File: src/rtl/spi_mstr_pkg.sv
`default_nettype none
// ============================================================================
// Module      : spi_mstr_pkg
// Description : Shared types and default constants for the SPI master
//               generator (state encoding, frame length, SCLK divider).
// Revision    : 1.0 - initial release
// ============================================================================
package spi_mstr_pkg;

    // Default frame length in bits (legal range 8..32).
    localparam int c_WIDTH_DFLT    = 16;

    // Default clk cycles per SCLK period (even, >= 4).
    localparam int c_SCLK_DIV_DFLT = 32;

    // Transaction phases: idle, front porch (SCLK high after SS_n falls),
    // bit shifting, back porch (SCLK high before SS_n rises).
    typedef enum logic [1:0] {
        IDLE  = 2'd0,
        FRONT = 2'd1,
        SHIFT = 2'd2,
        BACK  = 2'd3
    } spi_state_t;

endpackage : spi_mstr_pkg
`default_nettype wire

File: src/rtl/spi_sclk_gen.sv
`default_nettype none
// ============================================================================
// Module      : spi_sclk_gen
// Description : SCLK divider for the SPI master. Counts half periods of SCLK
//               while running, toggles SCLK at each half-period boundary and
//               emits single-cycle rise/fall strobes that coincide with the
//               clk edge on which SCLK changes. With hold asserted, the
//               falling half-period boundary is still reported but SCLK stays
//               high (used for the back porch).
// Revision    : 1.0 - initial release
// ============================================================================
module spi_sclk_gen
    import spi_mstr_pkg::*;
#(
    parameter int SCLK_DIV = c_SCLK_DIV_DFLT
) (
    input  logic clk,
    input  logic rst_n,
    input  logic i_clr,
    input  logic i_run,
    input  logic i_hold,
    output logic o_sclk,
    output logic o_rise,
    output logic o_fall
);

    localparam int              c_HALF = SCLK_DIV / 2;
    localparam int              c_CW   = (c_HALF > 1) ? $clog2(c_HALF) : 1;
    localparam logic [c_CW-1:0] c_LAST = c_CW'(c_HALF - 1);

    logic [c_CW-1:0] r_cnt;
    logic            r_sclk;
    logic            w_tick;

    // A half-period boundary is reached on the last count of the divider.
    assign w_tick = i_run && (r_cnt == c_LAST);

    // Divider counter and SCLK level; clearing restarts a fresh, high period.
    always_ff @(posedge clk or negedge rst_n) begin
        if (!rst_n) begin
            r_cnt  <= '0;
            r_sclk <= 1'b1;
        end else if (i_clr) begin
            r_cnt  <= '0;
            r_sclk <= 1'b1;
        end else if (i_run) begin
            r_cnt <= w_tick ? '0 : r_cnt + 1'b1;
            if (w_tick) begin
                if (!r_sclk) begin
                    r_sclk <= 1'b1;
                end else if (!i_hold) begin
                    r_sclk <= 1'b0;
                end
            end
        end
    end

    assign o_sclk = r_sclk;
    assign o_rise = w_tick && !r_sclk;
    assign o_fall = w_tick &&  r_sclk;

endmodule : spi_sclk_gen
`default_nettype wire

File: src/rtl/spi_mstr_gen.sv
`default_nettype none
// ============================================================================
// Module      : spi_mstr_gen
// Description : SPI master (CPOL=1, CPHA=1 style). A wrt pulse in IDLE loads
//               cmd and runs one WIDTH-bit frame, MSB first: MISO is sampled
//               on each SCLK rise, the shift register advances on each SCLK
//               fall after the first and once more at the end of the back
//               porch. done is sticky until the next accepted wrt.
//               Optional feature macro: SPI_MSTR_OVR_EN adds the sticky
//               overrun flag ovr (wrt seen while busy).
// Revision    : 1.0 - initial release
// ============================================================================
module spi_mstr_gen
    import spi_mstr_pkg::*;
#(
    parameter int WIDTH    = c_WIDTH_DFLT,
    parameter int SCLK_DIV = c_SCLK_DIV_DFLT
) (
    input  logic             clk,
    input  logic             rst_n,
    input  logic             wrt,
    input  logic [WIDTH-1:0] cmd,
    input  logic             MISO,
    output logic             SS_n,
    output logic             SCLK,
    output logic             MOSI,
`ifdef SPI_MSTR_OVR_EN
    output logic             ovr,
`endif
    output logic             done,
    output logic [WIDTH-1:0] rd_data
);

    localparam int               c_RCW   = $clog2(WIDTH + 1);
    localparam logic [c_RCW-1:0] c_NBITS = c_RCW'(WIDTH);

    spi_state_t       r_state;
    spi_state_t       w_nxt_state;
    logic [WIDTH-1:0] r_shreg;
    logic [c_RCW-1:0] r_rise_cnt;
    logic             r_miso_smp;
    logic             r_ss_n;
    logic             r_done;

    logic             w_rise;
    logic             w_fall;
    logic             w_run;
    logic             w_hold;
    logic             w_last_rise;
    logic             w_load;
    logic             w_shift;
    logic             w_finish;

    // All WIDTH bits have been sampled once the rise counter reaches WIDTH.
    assign w_last_rise = (r_rise_cnt == c_NBITS);
    assign w_run       = (r_state != IDLE);
    // Keep SCLK high from the boundary after the last rise through the back porch.
    assign w_hold      = ((r_state == SHIFT) && w_last_rise) || (r_state == BACK);

    spi_sclk_gen #(
        .SCLK_DIV (SCLK_DIV)
    ) u_sclk_gen (
        .clk    (clk),
        .rst_n  (rst_n),
        .i_clr  (w_load),
        .i_run  (w_run),
        .i_hold (w_hold),
        .o_sclk (SCLK),
        .o_rise (w_rise),
        .o_fall (w_fall)
    );

    // State register.
    always_ff @(posedge clk or negedge rst_n) begin
        if (!rst_n) begin
            r_state <= IDLE;
        end else begin
            r_state <= w_nxt_state;
        end
    end

    // Next-state decode; every phase change happens on an SCLK fall boundary.
    always_comb begin
        w_nxt_state = r_state;
        w_load      = 1'b0;
        w_shift     = 1'b0;
        w_finish    = 1'b0;
        case (r_state)
            IDLE: begin
                if (wrt) begin
                    w_nxt_state = FRONT;
                    w_load      = 1'b1;
                end
            end
            FRONT: begin
                if (w_fall) begin
                    w_nxt_state = SHIFT;
                end
            end
            SHIFT: begin
                if (w_fall) begin
                    if (w_last_rise) begin
                        w_nxt_state = BACK;
                    end else begin
                        w_shift = 1'b1;
                    end
                end
            end
            BACK: begin
                if (w_fall) begin
                    w_shift     = 1'b1;
                    w_finish    = 1'b1;
                    w_nxt_state = IDLE;
                end
            end
            default: begin
                w_nxt_state = IDLE;
            end
        endcase
    end

    // Shift register: load the command, then shift left taking the MISO sample.
    always_ff @(posedge clk or negedge rst_n) begin
        if (!rst_n) begin
            r_shreg <= '0;
        end else if (w_load) begin
            r_shreg <= cmd;
        end else if (w_shift) begin
            r_shreg <= {r_shreg[WIDTH-2:0], r_miso_smp};
        end
    end

    // MISO sample flop, captured on the clk where SCLK rises.
    always_ff @(posedge clk or negedge rst_n) begin
        if (!rst_n) begin
            r_miso_smp <= 1'b0;
        end else if (w_rise) begin
            r_miso_smp <= MISO;
        end
    end

    // Count SCLK rises within the frame to find the end of the data phase.
    always_ff @(posedge clk or negedge rst_n) begin
        if (!rst_n) begin
            r_rise_cnt <= '0;
        end else if (w_load) begin
            r_rise_cnt <= '0;
        end else if (w_rise && (r_state == SHIFT)) begin
            r_rise_cnt <= r_rise_cnt + 1'b1;
        end
    end

    // Slave select and sticky done, both framed by load and finish.
    always_ff @(posedge clk or negedge rst_n) begin
        if (!rst_n) begin
            r_ss_n <= 1'b1;
            r_done <= 1'b0;
        end else if (w_load) begin
            r_ss_n <= 1'b0;
            r_done <= 1'b0;
        end else if (w_finish) begin
            r_ss_n <= 1'b1;
            r_done <= 1'b1;
        end
    end

`ifdef SPI_MSTR_OVR_EN
    logic r_ovr;

    // Sticky overrun: any wrt while busy sets it, an accepted wrt clears it.
    always_ff @(posedge clk or negedge rst_n) begin
        if (!rst_n) begin
            r_ovr <= 1'b0;
        end else if (w_load) begin
            r_ovr <= 1'b0;
        end else if (wrt && (r_state != IDLE)) begin
            r_ovr <= 1'b1;
        end
    end

    assign ovr = r_ovr;
`endif

    assign SS_n    = r_ss_n;
    assign done    = r_done;
    assign MOSI    = r_shreg[WIDTH-1];
    assign rd_data = r_shreg;

endmodule : spi_mstr_gen
`default_nettype wire

File: config.mk
export PLATFORM = sky130hd
export DESIGN_NAME = spi_mstr_gen
export DESIGN_NICKNAME = d
export VERILOG_FILES = /design/src/rtl/spi_mstr_pkg.sv /design/src/rtl/spi_sclk_gen.sv /design/src/rtl/spi_mstr_gen.sv
export SDC_FILE = /design/constraint.sdc
export NUM_CORES = 1
export LEC_CHECK = 0
export BUFFER_PORTS_ARGS = -buffer_cell sky130_fd_sc_hd__buf_2
export CORE_MARGIN = 2
export CORE_UTILIZATION = 50
export CTS_BUF_LIST = sky130_fd_sc_hd__clkbuf_16
export DETAILED_ROUTE_END_ITERATION = 10
export PLACE_DENSITY_LB_ADDON = 0.1
export SYNTH_ARGS = -nofsm -noshare
export SYNTH_HDL_FRONTEND = slang
export SYNTH_SLANG_ARGS = --single-unit
File: constraint.sdc
create_clock -name clk -period 2.7 [get_ports clk]
set_input_delay 0.135 -clock clk [delete_from_list [all_inputs] [get_ports clk]]
set_output_delay 0.135 -clock clk [all_outputs]
set_load 0.01 [all_outputs]
==> results by group <==
Clock network
  – Clock Latency Late Sink: 0.27 ns
  – Postcts setup bufs: 0
  – Inserted Clock Buffers: 5
  – Clock sinks: 31
  – Root buffer cell: clkbuf_16
  – CTS tree: yes
  – Reg clk slew, reported paths: 0.05 ns
  – Clock Path Buffers: 2
  – H-tree Lvls: 2

Place
  – Post-Place Cells: 249
  – GPL Wtd Cong: 0.760
  – Final HPWL DP: 2.26 mm
  – Port Buffers: 39

Synthesis
  – Post-synth EDFFs: 0
  – Async SR Flop Fraction: 1.00
  – Post-synthesis sequential area ratio: 0.457
  – Synth Instances: 171
  – Most frequent cell after synthesis: nand2_1
  – Yosys cell types: 32
  – Average size of a mapped cell: 9.96 um2
  – Syn Nets: 199
  – Synthesized area: 1700 um2
  – Ys Warns: 0
  – Synth top area share: 0.426
  – Post-synth top area cell: dfrtp_1
  – Main area contributors after synthesis: dfrtp_1 (43%), nand2_1 (13%), mux2_4 (8.8%)
  – Top post-synthesis cells by count: nand2_1 (59), dfrtp_1 (29), mux2_4 (10)
  – #FFs+latches synth: 31
  – Main synth FF type: dfrtp_1

Power and ir drop
  – Part of the power in registers: 0.362
  – Leakage: 1.11 nW
  – Sw power: 0.000735 W
  – PwrDens: 1030 nW/um2
  – Worst vdd ir: 0.000483 V
  – Comb pwr share: 0.395
  – Clock share of power: 0.243
  – Int Pwr: 0.00138 W
  – Switching part of the total power: 0.347
  – Total Power: 0.00212 W

Timing
  – Worst Tran Pin Value: 0.715 ns
  – Final Critical Period: 2.18 ns
  – Tcrit/Tclk final: 0.809
  – Max Freq: 458 MHz
  – RSZ-0062 raised after global routing: no
  – Setup TNS: 0 ns
  – Relative slew slack: 0.522
  – Final Hold Viols: 0
  – Post-Route Skew: 0.00506 ns
  – Final Max Slew Viols: 0
  – Final setup viols: 0

Worst setup path
  – Worst path max stage delay: 0.46 ns
  – Setup Crit Path Kind: register to register
  – Max Fanout on Critical Path: 16
  – R2R setup slack: 0.52 ns
  – Worst setup SP type: register
  – CP Capture Type: register
  – Required @ worst endpoint: 2.85 ns
  – Critical-path cell list: inv_1, ha_1, and4b_1, a31o_1, buf_4, mux2_2
  – WP buf/inv: 2
  – Top delay family on crit path: simple AND/OR/NAND/NOR gates
  – CP arrival: 2.33 ns
  – Slowest stage cell on the critical path: and4b_1

Die
  – Total die area: 3890 um2
  – Core Region: 3310 um2
  – Initial Util: 0.514
  – Row cnt: 21
  – Top Ports: 40
  – Die width: 62.4 um
  – Die Ht: 62.4 um

Finish
  – Post-layout net count: 239
  – Footprint of the multi-input gates: 833 um2
  – FF/Latch Area: 778 um2
  – Area Overhead vs Synth: 20.4%
  – # fillers: 286
  – Finished Layout Cells: 258
  – Antenna Cells: 0
  – Share of cells above drive strength 1: 0.325
  – Fin util: 0.619

GRT
  – First-pass GRT wire length: 5.91 mm
  – Total GRT Usage: 0.192
  – Number of global-route vias before repair: 1253
  – Pin count of the biggest net entering global routing: 32
  – Initial antenna violation count: 0
  – Grt total ovfl: 0

Routing
  – DR vias/cell: 4.99
  – Routed Antenna Nets: 0
  – Number of iterations in the first detailed-routing pass: 5
  – Drt wl/cell: 12.4 um
  – Vias: 1287
  – DRC: 0
  – Routed wire length: 3.21 mm
  – Iter 0 DRT Violations: 126

Hold path
  – Worst hold path class: input port to register

Job
  – Max-cap violation count: 0

Status
  – Run status: completed
==> flip-flops by register name, summed over array words and instances (netlist names) <==
name and count:
r_rise_cnt 5, r_miso_smp 1, u_sclk_gen.r_cnt 4, done 1, rd_data 16, u_sclk_gen.o_sclk 1, SS_n 1, r_state 2
==> worst register-to-register path, cell delays in order, from the launching register on <==
cell     delay [ns]
dfrtp_1        0.39
inv_1          0.10
ha_1           0.28
and4b_1        0.46
a31o_1         0.20
buf_4          0.27
mux2_2         0.37
==> path summary, 6_finish.rpt <==
check / startpoint / to / depth (start not counted)
max: r_state[0]$_DFFE_PN0P_ / rd_data[14]$_DFFE_PN0P_ / 6
min: MISO / r_miso_smp$_DFFE_PN0N_ / 2
max reg2reg: r_state[0]$_DFFE_PN0P_ / rd_data[14]$_DFFE_PN0P_ / 6
min reg2reg: r_miso_smp$_DFFE_PN0N_ / r_miso_smp$_DFFE_PN0N_ / 1
max in group asynchronous: rst_n / r_miso_smp$_DFFE_PN0N_ / 2
min in group asynchronous: rst_n / u_sclk_gen.r_cnt[2]$_DFFE_PN0P_ / 2
==> through the flow <==
step                      hold slack, ns  setup WS (ns)  instance area, um2
after floorplan                   -0.161          0.761                1700
after global placement             0.209          0.602                1900
after detailed placement           0.215          0.521                1900
after CTS                         0.0997          0.509                2050
after global routing               0.127          0.315                2050
final                              0.105          0.516                2050
==> cells by family after synthesis <==
family,share of synthesized area
and+or+nand+nor,0.198
DFF,0.457
muxes,0.165
AOI/OAI and AO/OA,0.0573
buffers and inverters,0.0536
adders and majority gates,0.0588
xor gates and xnor gates,0.0103
==> layer usage <==
layer  GRT usage  vias up  part of all wire  wire (um)
li1            -      648                 -          -
met1       0.262      604              0.47       1520
met2       0.300       30              0.46       1490
met3      0.0471        5             0.050        159
met4      0.0667        0             0.012         37
met5           0        -                 0          0
==> power groups by stage <==
| stage | clock, W | combinational (W) | sequential (W) |
|---|---|---|---|
| 4_1_cts | 0.000520 | 0.000851 | 0.000769 |
| 2_1_floorplan | 0 | 0.000607 | 0.000793 |
| 5_1_grt | 0.000546 | 0.000950 | 0.000800 |
| 6_report | 0.000515 | 0.000838 | 0.000767 |
| 3_5_place_dp | 0 | 0.000848 | 0.000776 |
| 3_3_place_gp | 0 | 0.000823 | 0.000763 |
==> repair_timing <==
action                     4_1_cts  5_1_grt
hold buffers                     1        0
hold endpoints to repair        29        0
setup endpoints to repair        0        0
resized for setup                0        0
==> cell usage in the layout (no fill, tap or decap), types with 2 or more instances in the layout <==
master	count
nand2_1	59
buf_2	39
dfrtp_1	29
mux2_4	10
inv_1	8
mux2_2	8
ha_1	8
nor2_1	6
clkbuf_16	5
mux2i_1	4
o21ai_0	4
a31oi_1	3
dfstp_2	2
nand2b_1	2
nand4_1	2
nand3_1	2
a21oi_1	2
nor2b_1	2
xnor2_1	2
buf_4	2
==> layout make-up <==
cell class | instances | share of cell area
sequential | 31 | 0.380
multi-input combinational | 125 | 0.407
clock buffer | 5 | 0.0610
inverter | 6 | 0.0110
timing repair buffer | 42 | 0.107
clock inverter | 3 | 0.00610
tap | 46 | 0.0281
Note: power is estimated with default switching activity, not from simulation.
